==> src/rtl/led_pkg.sv <==
// Shared constants and state encoding for the LED pulse meter and its pulse generator.
package led_pkg;

  localparam int DEF_T_PERIOD = 2_000_001;
  localparam int DEF_T_HIGH   = 500_000;
  localparam int DEF_TOL      = 16;
  localparam int DEF_TIMEOUT  = 4_000_000;

  typedef enum logic [1:0] {
    ST_IDLE = 2'd0,
    ST_HIGH = 2'd1,
    ST_LOW  = 2'd2
  } state_t;

  // Unsigned distance computed as max-min so it never wraps.
  function automatic logic [31:0] abs_diff(input logic [31:0] a, input logic [31:0] b);
    return (a > b) ? (a - b) : (b - a);
  endfunction

endpackage

==> src/rtl/sync_edge_det.sv <==
// Two-flop synchronizer for an asynchronous input plus a third flop for one-cycle rise/fall flags.
module sync_edge_det (
  input  logic CLK,
  input  logic RST,
  input  logic D,
  output logic Rise,
  output logic Fall
);

  logic [2:0] sync_reg;

  always_ff @(posedge CLK) begin
    if (RST) begin
      sync_reg <= '0;
    end else begin
      sync_reg <= {sync_reg[1:0], D};
    end
  end

  assign Rise = sync_reg[1] & ~sync_reg[2];
  assign Fall = ~sync_reg[1] & sync_reg[2];

endmodule

==> src/rtl/led_pulse_meter.sv <==
// Measures high time and rise-to-rise period of a pulse train, checks them against
// expected values within a tolerance, tracks lock and flags missing edges.
module led_pulse_meter
  import led_pkg::*;
#(
  parameter int T_PERIOD = DEF_T_PERIOD,
  parameter int T_HIGH   = DEF_T_HIGH,
  parameter int TOL      = DEF_TOL,
  parameter int LOCK_N   = 3,
  parameter int TIMEOUT  = DEF_TIMEOUT,
  parameter int CW       = 22
) (
  input  logic          CLK,
  input  logic          RST,
  input  logic          Pulse_In,
  output logic [CW-1:0] High_Count,
  output logic [CW-1:0] Period_Count,
  output logic          Meas_Valid,
  output logic          Match,
  output logic          Lock,
  output logic          Timeout_Err
);

  localparam int MW = (LOCK_N < 1) ? 1 : $clog2(LOCK_N + 1);

  logic          rise;
  logic          fall;
  state_t        state_reg;
  logic [CW-1:0] cnt_reg;
  logic [CW-1:0] high_reg;
  logic [MW-1:0] match_cnt_reg;
  logic [MW-1:0] match_cnt_next;
  logic          accept_rise;
  logic          accept_fall;
  logic          timeout;
  logic          meas_match;

  sync_edge_det u_sync_edge_det (
    .CLK  (CLK),
    .RST  (RST),
    .D    (Pulse_In),
    .Rise (rise),
    .Fall (fall)
  );

  assign accept_rise = rise && (state_reg != ST_HIGH);
  assign accept_fall = fall && (state_reg == ST_HIGH);
  // Using >= keeps the counter bounded even if an edge lands exactly on TIMEOUT.
  assign timeout     = (cnt_reg >= CW'(TIMEOUT)) && !accept_rise && !accept_fall;

  // Evaluated on the values that are about to be published.
  assign meas_match = (abs_diff(32'(high_reg), 32'(T_HIGH))  <= 32'(TOL)) &&
                      (abs_diff(32'(cnt_reg),  32'(T_PERIOD)) <= 32'(TOL));

  always_comb begin
    match_cnt_next = '0;
    if (meas_match) begin
      match_cnt_next = (match_cnt_reg == MW'(LOCK_N)) ? match_cnt_reg : match_cnt_reg + MW'(1);
    end
  end

  always_ff @(posedge CLK) begin
    if (RST) begin
      state_reg     <= ST_IDLE;
      cnt_reg       <= '0;
      high_reg      <= '0;
      match_cnt_reg <= '0;
      High_Count    <= '0;
      Period_Count  <= '0;
      Meas_Valid    <= 1'b0;
      Match         <= 1'b0;
      Lock          <= 1'b0;
      Timeout_Err   <= 1'b0;
    end else begin
      Meas_Valid  <= 1'b0;
      Timeout_Err <= 1'b0;
      cnt_reg     <= cnt_reg + CW'(1);
      if (timeout) begin
        state_reg     <= ST_IDLE;
        cnt_reg       <= '0;
        match_cnt_reg <= '0;
        Lock          <= 1'b0;
        Timeout_Err   <= 1'b1;
      end else begin
        case (state_reg)
          ST_IDLE: begin
            if (accept_rise) begin
              state_reg <= ST_HIGH;
              cnt_reg   <= CW'(1);
            end
          end
          ST_HIGH: begin
            if (accept_fall) begin
              state_reg <= ST_LOW;
              high_reg  <= cnt_reg;
            end
          end
          ST_LOW: begin
            if (accept_rise) begin
              state_reg     <= ST_HIGH;
              cnt_reg       <= CW'(1);
              Period_Count  <= cnt_reg;
              High_Count    <= high_reg;
              Meas_Valid    <= 1'b1;
              Match         <= meas_match;
              match_cnt_reg <= match_cnt_next;
              Lock          <= (match_cnt_next == MW'(LOCK_N));
            end
          end
          default: begin
            state_reg <= ST_IDLE;
          end
        endcase
      end
    end
  end

endmodule

==> config.mk <==
export PLATFORM = sky130hd
export DESIGN_NAME = led_pulse_meter
export DESIGN_NICKNAME = d
export VERILOG_FILES = /design/src/rtl/led_pkg.sv /design/src/rtl/sync_edge_det.sv /design/src/rtl/led_pulse_meter.sv
export SDC_FILE = /design/constraint.sdc
export NUM_CORES = 1
export LEC_CHECK = 0
export ABC_AREA = 1
export CELL_PAD_IN_SITES_DETAIL_PLACEMENT = 0
export CELL_PAD_IN_SITES_GLOBAL_PLACEMENT = 1
export CORE_MARGIN = 2
export CORE_UTILIZATION = 25
export CTS_BUF_LIST = sky130_fd_sc_hd__clkbuf_4 sky130_fd_sc_hd__clkbuf_8 sky130_fd_sc_hd__clkbuf_16
export DETAILED_ROUTE_END_ITERATION = 8
export GPL_ROUTABILITY_DRIVEN = 0
export GPL_TIMING_DRIVEN = 0
export PLACE_DENSITY = 0.52
export SYNTH_ARGS = -nofsm -noshare
export SYNTH_HDL_FRONTEND = slang
export SYNTH_SLANG_ARGS = --single-unit
export TNS_END_PERCENT = 30
==> constraint.sdc <==
create_clock -name CLK -period 2.23 [get_ports CLK]
set_clock_uncertainty 0.2 [all_clocks]
set_input_delay 0.446 -clock CLK [delete_from_list [all_inputs] [get_ports CLK]]
set_output_delay 0.446 -clock CLK [all_outputs]
set_load 0.03 [all_outputs]
* Word level (Yosys, flattened, before mapping)
Index checks and enable logic that the tools add are counted.
Storage, ports and cells: output and inout bits 48, register bits after elaboration 99, input port bits 3
Cells by class: $add $sub $neg 6, muxes and demuxes 11, bitwise gates (word level) 6, reductions and logical operators 15, equal/unequal tests 7, magnitude comparators 5
Operators by type and width (number):
- <= comparator 32 x 5 -> 1 bit, second input constant | 2
- 2-to-1 mux 32 bit | 2
- 2-to-1 mux 22 bit | 2
- subtractor 19 x 22 -> 23 bit, first input constant | 1
- subtractor 21 x 22 -> 23 bit, first input constant | 1
- subtractor 22 x 19 -> 23 bit, second input constant | 1
- subtractor 22 x 21 -> 23 bit, second input constant | 1
- adder 22 x 1 -> 22 bit, second input constant | 1
- greater-or-equal comparator 22 bit, second input constant | 1
- > comparator 22 x 19 -> 1 bit, second input constant | 1
- > comparator 22 x 21 -> 1 bit, second input constant | 1
- 2-to-1 mux 2 bit | 4
- == test 2 bit, second input constant | 3
- AND reduction 3 bit | 2
- logical AND 1 bit | 5
- != test 2 x 1 -> 1 bit, second input constant | 2
- NOT 1 bit | 4
- one-hot mux 2 bit (2 select lines) | 1
- AND reduction 2 bit | 2
- OR reduction 2 bit | 2
- OR reduction 3 bit | 1
- adder 2 x 1 -> 2 bit, second input constant | 1
- bitwise AND 1 bit | 2
- == test 2 x 1 -> 1 bit, second input constant | 1
- other kinds (4) | 6

* Longest topological paths before layout
word-level depth 8, gate-level depth with buffers 20, depth with buffers taken out 20

* By module
From an unflattened synthesis, not the netlist that was laid out.
Unflattened totals: cell total of the unflattened synthesis 1248, area, all modules 7387.1 µm²
Modules (own cells, without submodules):
- led_pulse_meter | cells each 1236, area an instance 7293.2 µm², sequential area each 1921.8 µm², times used 1
- sync_edge_det | cells each 12, area an instance 93.8 µm², sequential area each 60.1 µm², times used 1

* Worst setup path before layout
OpenSTA, ideal clock, no wires.
path type flip-flop to flip-flop, from register cnt_reg[1], to register Lock, arrival 2.192 ns, slack -0.232 ns, path buffers 1, stages on the path, launching flop included 21, clock period less this slack 2.462 ns, data required time 1.960 ns, cells stage by stage dfxtp_1 -> inv_1 -> ha_1 -> nand2_1 -> nand2_1 -> nor2_4 -> inv_1 -> nand3_1 -> nand2_2 -> nand2_4 -> buf_8 -> nand2_1 -> nand2_1 -> inv_2 -> nor2_1 -> nand2_1 -> nor2_1 -> nand3_1 -> nor2_2 -> nand2_1 -> a21oi_1
On the way: word-level cells in the longest chain between the ends 6
RTL lines:
- start, declared | line led_pulse_meter.sv:29 | logic [CW-1:0] cnt_reg;
- start signal, assigned | line led_pulse_meter.sv:77 | cnt_reg <= cnt_reg + CW'(1);
- subtractor 21 x 22 -> 23 bit (tied with other cells) | line led_pkg.sv:17 | return (a > b) ? (a - b) : (b - a);
- 2-to-1 mux 32 bit | line led_pkg.sv:17
- <= comparator 32 x 5 -> 1 bit | line led_pulse_meter.sv:53 | (abs_diff(32'(cnt_reg), 32'(T_PERIOD)) <= 32'(TOL));
- logical AND 1 bit | line led_pulse_meter.sv:52 | assign meas_match = (abs_diff(32'(high_reg), 32'(T_HIGH)) <= 32'(TOL)) &&
- 2-to-1 mux 2 bit | line led_pulse_meter.sv:57 | if (meas_match) begin
- == test 2 bit | line led_pulse_meter.sv:107 | Lock <= (match_cnt_next == MW'(LOCK_N));
- end signal, assigned | line led_pulse_meter.sv:107
- end, declared | line led_pulse_meter.sv:20 | output logic Lock,
Parallel ways exist; a longest one is shown, timed or not. A chain may end at the register's enable or synchronous reset.

* Final worst setup path
from register cnt_reg[1], to register match_cnt_reg[0]
On the way: word-level cells in the longest chain between the ends 5
RTL lines:
- subtractor 21 x 22 -> 23 bit (tied with other cells) | line led_pkg.sv:17
- 2-to-1 mux 32 bit | line led_pkg.sv:17
- <= comparator 32 x 5 -> 1 bit | line led_pulse_meter.sv:53
- logical AND 1 bit | line led_pulse_meter.sv:52
- 2-to-1 mux 2 bit | line led_pulse_meter.sv:57
- end signal, assigned | line led_pulse_meter.sv:106 | match_cnt_reg <= match_cnt_next;
- end, declared | line led_pulse_meter.sv:31 | logic [MW-1:0] match_cnt_reg;
Parallel ways exist; a longest one is shown, timed or not.

==> flow_summary.toml <==
[worst_hold_path]
whs_path_depth = 2
holdCritStartpoint = "u_sync_edge_det.sync_reg[0]"
hold_class = "reg -> reg"
hold_end = "u_sync_edge_det.sync_reg[1]"

[yosys]
async_flop_share = 0
synth_edf_count = 0
netlist_area_sq_um = 7080
synth_ff_type = "dfxtp_1"
synth.largest_area_cell = "dfxtp_1"
synth_top_area_frac = 0.280
netlist_instances = 1180
ys_seq_elements = 99
synthMostInstantiatedCell = "nand2_1"
yosysSeqAreaShare = 0.280
synth_nets = 1193
syn_avg_cell_area_sq_um = 6.00
ys.warnings.count = 0
ys_types = 44
synthTopCellsByArea = "dfxtp_1 28%, nand2_1 19%, nor2_1 7.6%"
synth.top_cells.by_count = "365 x nand2_1, 144 x nor2_1, 99 x dfxtp_1, 99 x inv_1, 94 x nand3_1"

[run_status]
status = "complete, but fails checks"
violations = "negative setup slack"

[clock_network]
cts.path.max_buffers = 2
root_buffer = "clkbuf_16"
clkSinkCount = 99
cts_tree = "yes"
clk_latency_ps = 370
cts_buffers = 9
clkTransAtPathRegs_ps = 70
htreeDepth = 3

[route]
wl_per_cell_um = 18.0
first_pass_iters = 5
vias = 7931
finalWirelength_um = 30600
antenna_left = 0
remaining_drc_errors = 0
drt_iter0_markers = 489
vias_per_cell = 4.67

[grt]
grt_pass1_wl_um = 46300
grt_overflow = 0
grt_pass1_vias = 7701
grt_use_total = 0.211
grt_start_max_net_pins = 18
antenna_found_initial = 0

[worst_setup_path]
rr_worst_depth = 21
cp.required_ps = 2320
rrSetupSlack_ps = -470
worstPathArrival_ps = 2790
critPathLaunchType = "register"
r2r_start = "cnt_reg[1]"
max_stage_delay_ps = 360
setup.worst_path.class = "reg -> reg"
rr_endpoint = "match_cnt_reg[0]"
end_kind = "register"
crit_path_top_delay_cell = "dfxtp_4"
crit_fanout = 8
critPathMostFrequentCell = "nand2_1"
path_cells = "inv_6 -> ha_4 -> nand2_4 -> nand2_4 -> nor2_4 -> inv_1 -> nand3_1 -> nand2_4 -> nand2_8 -> buf_4 -> nand2_1 -> nand2_1 -> clkinv_1 -> nand2_2 -> nor2_1 -> nand2_1 -> nor2_2 -> nand3_2 -> nor2_4 -> nand2_1 -> a21oi_1"

[floorplanning]
die_area_sq_um = 29700
start_util = 0.254
ios = 51
rows = 61
die_w_um = 172
core_sq_um = 27900
die_h_um = 172

[pwr]
internal_power_uw = 2810
power_density_nw_per_um2 = 394
switching_share = 0.273
power.switching_uw = 1060
peakVddDrop_uv = 314
power.leakage_uw = 0.00431
seqPwrFrac = 0.461
total_power_uw = 3870
power.share.clock = 0.434
combPwrFrac = 0.105

[finish]
stdcell_area_sq_um = 9800
multi_input_area_sq_um = 4950
areaGrowthSynthToFinish_pct = 38.5
stdcell_count = 1699
fillCellCount = 3156
drive_above_1_share = 0.254
num_antenna_cells = 0
nets = 1329
final-seq-area_sq_um = 2040

[flow_run]
drv_cap = 0

[placement]
io_buffers = 50
dp.cells = 1608
place_hpwl_um = 23600
placed_area_sq_um = 8110

[timing]
slew_violations = 0
worst_pin_slew_ps = 664
relSlewSlack = 0.558
rsz0062_at_grt = "true"
period_needed_ps = 2700
setup_ws_ps = -474
fmax_mhz = 370
final_hold_viol_count = 0
finalCritPeriodShare = 1.21
setup_violations = 12
fin_setup_tns_ps = -2940
## cell usage in the layout, fill, tap and decap left out, types with 5 or more instances in the layout
| cell type | instances |
|---|---|
| a21oi_1 | 82 |
| buf_12 | 5 |
| buf_4 | 70 |
| buf_6 | 15 |
| buf_8 | 6 |
| clkbuf_1 | 11 |
| clkbuf_16 | 9 |
| clkbuf_2 | 7 |
| clkdlybuf4s50_1 | 50 |
| dfxtp_1 | 76 |
| dfxtp_2 | 13 |
| dfxtp_4 | 10 |
| ha_4 | 6 |
| inv_1 | 87 |
| inv_2 | 22 |
| inv_4 | 6 |
| inv_6 | 6 |
| nand2_1 | 331 |
| nand2_2 | 35 |
| nand2_4 | 7 |
| nand3_1 | 82 |
| nand3_2 | 11 |
| nand4_1 | 18 |
| nor2_1 | 106 |
| nor2_2 | 34 |
| nor2_4 | 30 |
| nor3_2 | 6 |
| o21ai_0 | 82 |
| o21ai_1 | 7 |
| xor2_1 | 28 |
## worst max path at each step
stage                                 from  depth (start not counted)                to
6_report                        cnt_reg[1]                         21  match_cnt_reg[0]
5_1_grt                         cnt_reg[1]                         19             Match
4_1_cts                        cnt_reg[12]                         17              Lock
3_5_place_dp   u_sync_edge_det.sync_reg[1]                          9    High_Count[16]
3_3_place_gp   u_sync_edge_det.sync_reg[1]                          9    High_Count[16]
2_1_floorplan                   cnt_reg[2]                         20              Lock
## cells by family (layout without fill, tap and decap cells)
group,after synthesis,count (layout),share of synthesized area
buf+inv,167,308,0.104
flops,99,99,0.280
simple gates,685,685,0.424
compound gates,189,189,0.138
xor+xnor,30,30,0.0371
fa+ha+maj,10,10,0.0177
## critical path, delay by kind of cell (launching register included)
| kind | cells | cell delay (ps) |
|---|---|---|
| AO/OA/AOI/OAI | 1 | 120 |
| adder cells (fa/ha/maj) | 1 | 170 |
| buffers and inverters | 4 | 440 |
| flip-flops | 1 | 360 |
| AND/OR/NAND/NOR | 15 | 1350 |
## metrics by stage
stage                     setup WS (ps)  utilization  hold slack, ps
final                              -474        0.352             202
after global routing               -601        0.352             237
after CTS                          -490        0.321             207
after detailed placement           -972        0.291             197
after global placement             -958        0.291             190
after floorplan                   -1.76            -             188
## power groups by stage
stage	Sequential [uW]	Clock (uW)	Combinational, uW
final	1780	1680	406
after global routing	1780	1800	445
after CTS	1790	1750	357
after detailed placement	1840	0	311
after global placement	1840	0	315
after floorplan	1830	0	208
## per-layer routing
layer,vias to the layer above,GRT usage,share of wire
met1,3699,0.277,0.46
li1,4055,-,-
met5,-,0,0
met3,18,0.0249,0.033
met2,159,0.372,0.50
met4,0,0.0417,0.012
## area by class of cell
cell class | count | share of cell area
Tap cell | 378 | 0.0482
Clock buffer | 10 | 0.0237
Multi-Input combinational cell | 914 | 0.505
Timing Repair Buffer | 126 | 0.120
Inverter | 122 | 0.0507
Clock inverter | 6 | 0.00715
Sequential cell | 99 | 0.208
Buffer | 44 | 0.0371
## what timing repair did
item,4_1_cts,5_1_grt
setup buffers,25,49
gates resized for setup,97,156
pin swaps,29,31
setup endpoints to repair,77,74
hold endpoints to repair,0,0
hold buffers,0,0
cloned,2,0
No activity file was read; power rests on OpenSTA's default activity.
